`src/rtl/vending_core.sv`:
```
`default_nettype none
// ============================================================================
//  Module   : vending_core
//  Purpose  : Vending-machine controller. Accumulates a saturating credit
//             from one-pulse coin events, vends one of NUM_ITEMS products,
//             then returns change one RETURN_COIN per tick.
//  Ports    : clk, rst (async, active-low)
//             coin_in[2:0]  coin pulses, bit k worth COIN_VALUES slice k
//             sel_valid / sel_idx  selection strobe and item index
//             cancel        cancel pulse, returns all credit
//             credit        registered credit
//             afford        combinational, bit i = credit >= price i
//             dispense / dispense_idx, change_pulse, coin_reject, sel_err
//                           registered one-cycle pulses
//             busy          registered, high while in VEND or RETURN
//             credit_bcd    {tens, ones} of credit (VENDING_BCD_EN only)
//  Options  : `define VENDING_BCD_EN adds the credit_bcd output
//             (MAX_CREDIT must then be <= 99).
//  Revision : 1.0  initial release
// ============================================================================
module vending_core #(
    parameter int NUM_ITEMS   = 4,
    parameter int IDX_W       = 3,
    parameter int CREDIT_W    = 7,
    parameter int MAX_CREDIT  = 99,
    // item i occupies bits [i*CREDIT_W +: CREDIT_W]: item 0 = 20 ... item 3 = 60
    parameter logic [NUM_ITEMS*CREDIT_W-1:0] PRICES = {7'd60, 7'd30, 7'd25, 7'd20},
    parameter logic [3*CREDIT_W-1:0] COIN_VALUES = {7'd50, 7'd10, 7'd5},
    parameter int RETURN_COIN = 5,
    parameter int TICK_CYCLES = 100000000
) (
    input  logic                clk,
    input  logic                rst,
    input  logic [2:0]          coin_in,
    input  logic                sel_valid,
    input  logic [IDX_W-1:0]    sel_idx,
    input  logic                cancel,
    output logic [CREDIT_W-1:0] credit,
    output logic [NUM_ITEMS-1:0] afford,
    output logic                dispense,
    output logic [IDX_W-1:0]    dispense_idx,
    output logic                change_pulse,
    output logic                coin_reject,
    output logic                sel_err,
`ifdef VENDING_BCD_EN
    output logic [7:0]          credit_bcd,
`endif
    output logic                busy
);

    localparam int TICK_W = (TICK_CYCLES > 1) ? $clog2(TICK_CYCLES) : 1;
    localparam logic [TICK_W-1:0]     c_tick_last = TICK_W'(TICK_CYCLES - 1);
    localparam logic [CREDIT_W+1:0]   c_max_wide  = (CREDIT_W+2)'(MAX_CREDIT);
    localparam logic [CREDIT_W-1:0]   c_max       = CREDIT_W'(MAX_CREDIT);
    localparam logic [CREDIT_W-1:0]   c_ret_coin  = CREDIT_W'(RETURN_COIN);
    localparam logic [IDX_W:0]        c_num_items = (IDX_W+1)'(NUM_ITEMS);

    typedef enum logic [1:0] {
        S_IDLE   = 2'd0,
        S_VEND   = 2'd1,
        S_RETURN = 2'd2
    } state_t;

    state_t              r_state, w_state_nxt;
    logic [CREDIT_W-1:0] r_credit, w_credit_nxt;
    logic [IDX_W-1:0]    r_idx, w_idx_nxt;
    logic [TICK_W-1:0]   r_tick, w_tick_nxt;
    logic                w_dispense, w_change, w_reject, w_sel_err;

    logic [CREDIT_W-1:0] w_price [NUM_ITEMS];
    logic [CREDIT_W-1:0] w_sel_price, w_vend_price;
    logic [CREDIT_W-1:0] w_after_vend, w_after_ret, w_ret_amt, w_coin_credit;
    logic [CREDIT_W+1:0] w_coin_sum, w_credit_sum;
    logic                w_sel_ok;

    generate
        for (genvar gi = 0; gi < NUM_ITEMS; gi++) begin : g_price
            assign w_price[gi] = PRICES[gi*CREDIT_W +: CREDIT_W];
            assign afford[gi]  = (r_credit >= w_price[gi]);
        end
    endgenerate

    // Price lookups by decode so an out-of-range index never reads past the table.
    always_comb begin
        w_sel_price  = '0;
        w_vend_price = '0;
        for (int i = 0; i < NUM_ITEMS; i++) begin
            if (sel_idx == IDX_W'(i)) w_sel_price  = w_price[i];
            if (r_idx   == IDX_W'(i)) w_vend_price = w_price[i];
        end
    end

    // Coin sum is kept two bits wider than the credit so it cannot wrap
    // before the saturation compare.
    always_comb begin
        w_coin_sum = '0;
        for (int k = 0; k < 3; k++) begin
            if (coin_in[k]) w_coin_sum = w_coin_sum + (CREDIT_W+2)'(COIN_VALUES[k*CREDIT_W +: CREDIT_W]);
        end
    end

    assign w_credit_sum  = {2'b00, r_credit} + w_coin_sum;
    assign w_coin_credit = (w_credit_sum > c_max_wide) ? c_max : w_credit_sum[CREDIT_W-1:0];
    assign w_sel_ok      = ({1'b0, sel_idx} < c_num_items) && (r_credit >= w_sel_price);
    assign w_after_vend  = r_credit - w_vend_price;
    assign w_ret_amt     = (r_credit < c_ret_coin) ? r_credit : c_ret_coin;
    assign w_after_ret   = r_credit - w_ret_amt;

    always_comb begin
        w_state_nxt  = r_state;
        w_credit_nxt = r_credit;
        w_idx_nxt    = r_idx;
        w_tick_nxt   = r_tick;
        w_dispense   = 1'b0;
        w_change     = 1'b0;
        w_sel_err    = 1'b0;
        // Coins are rejected unless the IDLE coin-only branch credits them.
        w_reject     = |coin_in;
        case (r_state)
            S_IDLE: begin
                if (cancel) begin
                    if (r_credit != '0) begin
                        w_state_nxt = S_RETURN;
                        w_tick_nxt  = '0;
                    end
                end else if (sel_valid) begin
                    if (w_sel_ok) begin
                        w_state_nxt = S_VEND;
                        w_idx_nxt   = sel_idx;
                    end else begin
                        w_sel_err = 1'b1;
                    end
                end else begin
                    w_reject     = 1'b0;
                    w_credit_nxt = w_coin_credit;
                end
            end
            S_VEND: begin
                w_credit_nxt = w_after_vend;
                w_dispense   = 1'b1;
                w_tick_nxt   = '0;
                w_state_nxt  = (w_after_vend != '0) ? S_RETURN : S_IDLE;
            end
            S_RETURN: begin
                if (r_tick == c_tick_last) begin
                    w_tick_nxt   = '0;
                    w_credit_nxt = w_after_ret;
                    w_change     = 1'b1;
                    if (w_after_ret == '0) w_state_nxt = S_IDLE;
                end else begin
                    w_tick_nxt = r_tick + 1'b1;
                end
            end
            default: begin
                w_state_nxt = S_IDLE;
            end
        endcase
    end

    always_ff @(posedge clk or negedge rst) begin
        if (!rst) begin
            r_state      <= S_IDLE;
            r_credit     <= '0;
            r_idx        <= '0;
            r_tick       <= '0;
            dispense     <= 1'b0;
            dispense_idx <= '0;
            change_pulse <= 1'b0;
            coin_reject  <= 1'b0;
            sel_err      <= 1'b0;
            busy         <= 1'b0;
        end else begin
            r_state      <= w_state_nxt;
            r_credit     <= w_credit_nxt;
            r_idx        <= w_idx_nxt;
            r_tick       <= w_tick_nxt;
            dispense     <= w_dispense;
            dispense_idx <= w_dispense ? r_idx : '0;
            change_pulse <= w_change;
            coin_reject  <= w_reject;
            sel_err      <= w_sel_err;
            busy         <= (w_state_nxt != S_IDLE);
        end
    end

    assign credit = r_credit;

`ifdef VENDING_BCD_EN
    logic [CREDIT_W-1:0] w_tens, w_ones;
    logic [7:0]          r_bcd;

    // Derived from the next credit so it updates on the same edge as credit.
    assign w_tens = w_credit_nxt / CREDIT_W'(10);
    assign w_ones = w_credit_nxt % CREDIT_W'(10);

    always_ff @(posedge clk or negedge rst) begin
        if (!rst) r_bcd <= 8'h00;
        else      r_bcd <= {w_tens[3:0], w_ones[3:0]};
    end

    assign credit_bcd = r_bcd;
`endif

endmodule
`default_nettype wire

```
`config.mk`:
```
export PLATFORM = sky130hd
export DESIGN_NAME = vending_core
export DESIGN_NICKNAME = d
export VERILOG_FILES = /design/src/rtl/vending_core.sv
export SDC_FILE = /design/constraint.sdc
export NUM_CORES = 1
export LEC_CHECK = 0
export BUFFER_PORTS_ARGS = -buffer_cell sky130_fd_sc_hd__clkbuf_2
export CAP_MARGIN = 20
export CORE_ASPECT_RATIO = 0.75
export CORE_UTILIZATION = 40
export DETAILED_ROUTE_END_ITERATION = 7
export GPL_ROUTABILITY_DRIVEN = 0
export PLACE_DENSITY = 0.59
export SLEW_MARGIN = 15
export SYNTH_ARGS = -nofsm -noshare
export SYNTH_HDL_FRONTEND = slang
export SYNTH_SLANG_ARGS = --single-unit
```
`constraint.sdc`:
```
create_clock -name clk -period 2.7 [get_ports clk]
set_input_delay 0.27 -clock clk [delete_from_list [all_inputs] [get_ports clk]]
set_output_delay 0.27 -clock clk [all_outputs]
set_load 0.02 [all_outputs]
```
==> results.cfg <==
[status]
status = complete, but fails checks
violations = design-rule violations

[timing]
fmax_ghz = 0.3875
setup_viol = 0
whs_ns = 0.02033
clock_skew_ns = 0.007161
min_period_over_period_pct = 95.58
min_period_ns = 2.581
rsz0062_at_grt = true
relSlewSlack_pct = 53.02
finalMaxSlewViolations = 0
worstMarginPinSlew_ns = 0.7047
hold_viol = 0

[synthesis]
ys_async_sr_fraction_pct = 100.0
yosysTopAreaCell = dfrtp_1
syn_nets = 446
synth_cells = 405
synth_edf_count = 0
synth-main-ff-cell = dfrtp_1
synth-seq-cells = 47
syn_area_um2 = 3597
netlist_top_cells_area = dfrtp_1 33%, ha_1 10%, xor2_1 5.6%, nor2_1 4.1%, o21ai_0 3.9%
syn_area_per_cell_um2 = 8.882
yosysUniqueCellTypes = 68
yosysSeqAreaShare_pct = 32.70
yosys.area.top_type_share_pct = 32.70
yosys_warnings = 0

[route]
antenna_left = 0
drt-wirelength-per-cell_um = 15.84
drc = 2
drtIter0Drc = 171
drt-total-wl_um = 9171
first_pass_iters = 6
drt-vias-per-instance = 5.511
vias = 3191

[clocking]
hold_buffers = 0
clkLatencyLatePin_ns = 0.29
cts_buffer_depth = 2
cts-root-buf = clkbuf_16
clock_sinks = 47
cts_buffers = 5
htree_levels = 2
cts_tree = yes
clk_pin_slew_ns = 0.07

[die]
rows = 29
core_um2 = 8600
dieArea_um2 = 9380
fp.dieW_um = 111.5
initial_core_util_pct = 41.83
chipHeight_um = 84.13
io_pins = 29

[setup_path]
regToRegStartpoint = credit[6]
cp-endpoint = busy
cp_data_arrival_time_ns = 2.74
reg2reg_depth = 9
startpoint = credit[6]
start_kind = flip-flop
path_class = flip-flop to flip-flop
rrSetupSlack_ns = 0.12
path_max_fanout = 4
endpoint_kind = flip-flop
r2r_end = busy
cp.required_ns = 2.86

[place]
place_hpwl_um = 7038
portBuffers = 28
dp_cells = 570

[job]
drv_cap = 0

[global_route]
grtUsageMet1_pct = 32.00
grt_pass1_wl_um = 15490
grt_usage_pct = 20.54
antenna_found_initial = 0
globalRouteOverflowTotal = 0
grt_max_degree = 28
grt_pass1_vias = 3050
met3_usage_pct = 3.994
gr-usage-met2_pct = 29.32
busiest_layer = met1

[cells_and_area]
mostFrequentLayoutCell = buf_4
fin_cells = 579
diodes = 0
multi_input_area_um2 = 2346
nFillCells = 815
drive_above_1_share_pct = 23.14
area_growth_pct = 22.47
fin_util_pct = 51.23
final_nets = 511
seqCellArea_um2 = 1179
most-common-layout-cells = 46 x buf_4, 45 x dfrtp_1, 39 x nor2_1

[pwr]
p_leak_nw = 2.109
ir_drop_uv = 623.5
powerDensity_nw_per_um2 = 1224

[min_path]
min_path_type = input pin to async pin
[per-stage QoR]
stage	setup slack, ns	power (mW)	area (um2)	TNS [ns]
4_1_cts	0.003441	5.321	4365	0
3_3_place_gp	-0.1317	4.376	4138	-0.4816
2_1_floorplan	0.01003	3.275	3606	0
6_report	0.1192	5.392	4405	0
5_1_grt	-0.01770	5.809	4405	-0.01770
3_5_place_dp	-0.2029	4.412	4138	-1.045
[cell type report]
cell class / instances / share of cell area, %
Inverter: 19 / 1.619
Timing Repair Buffer: 74 / 11.02
Multi-Input combinational cell: 323 / 53.25
Tap cell: 108 / 3.067
Clock buffer: 6 / 2.925
Clock inverter: 2 / 1.363
Sequential cell: 47 / 26.75
[worst max-delay path, stage by stage, from the launching register on]
cell	delay, ns
dfrtp_1	0.45
or4_4	0.56
o21ai_2	0.17
ha_2	0.23
nand2b_1	0.15
a21boi_0	0.12
nor3_1	0.32
a41oi_2	0.22
o21ai_0	0.13
a31oi_1	0.10
[kinds of logic (layout without fill, tap and decap cells)]
family | Yosys count | count (layout) | synth area share, %
AND/OR/NAND/NOR | 154 | 154 | 23.76
AO/OA/AOI/OAI | 106 | 106 | 20.00
flip-flops | 47 | 47 | 32.70
buffers and inverters | 35 | 101 | 4.208
adder cells (fa/ha/maj) | 31 | 31 | 11.20
XOR/XNOR | 27 | 27 | 6.574
multiplexers | 5 | 5 | 1.565
[synth_stat cells, types with 8 or more instances]
cell type   n
nor2b_1    10
clkbuf_1    8
a21oi_1    20
nand2_1    31
inv_1      19
dfrtp_1    47
nand2b_1    8
ha_1       29
a21o_1      8
o21ai_0    28
nor2_1     39
xor2_1     23
nand3_1    14
[layer usage]
| layer | share of wire (%) | vias to the layer above |
|---|---|---|
| li1 | - | 1591 |
| met1 | 53 | 1536 |
| met2 | 41 | 59 |
| met3 | 5.4 | 5 |
| met4 | 0.52 | 0 |
| met5 | 0 | - |
[flip-flops by register name, indices dropped and copies added (netlist names)]
| signal | flops |
|---|---|
| r_tick | 27 |
| change_pulse | 1 |
| dispense_idx | 3 |
| busy | 1 |
| credit | 7 |
| coin_reject | 1 |
| r_idx | 3 |
| sel_err | 1 |
| dispense | 1 |
| r_state | 2 |
[worst min-delay path by stage]
stage | start | endpoint | slack [ns] | depth (start not counted)
after floorplan | rst | busy | -0.03 | 0
after global placement | rst | r_tick[9] | 0.36 | 1
final | rst | r_tick[9] | 0.02 | 1
after detailed placement | rst | r_tick[9] | 0.36 | 1
after CTS | rst | r_tick[9] | 0.05 | 1
after global routing | rst | r_tick[9] | 0.07 | 1
[power by group]
group          internal (mW)  switching (mW)  total [mW]
logic                   1.57            2.01        3.58
registers              0.840           0.168        1.01
clock network          0.531           0.271       0.803
total                   2.95            2.44        5.39
[timing repair]
action,CTS,global route
buffers inserted,0,1
endpoints found under the setup margin,3,6
gates resized for setup,6,9
pin swaps,0,5
No activity file was read; power rests on OpenSTA's default activity.
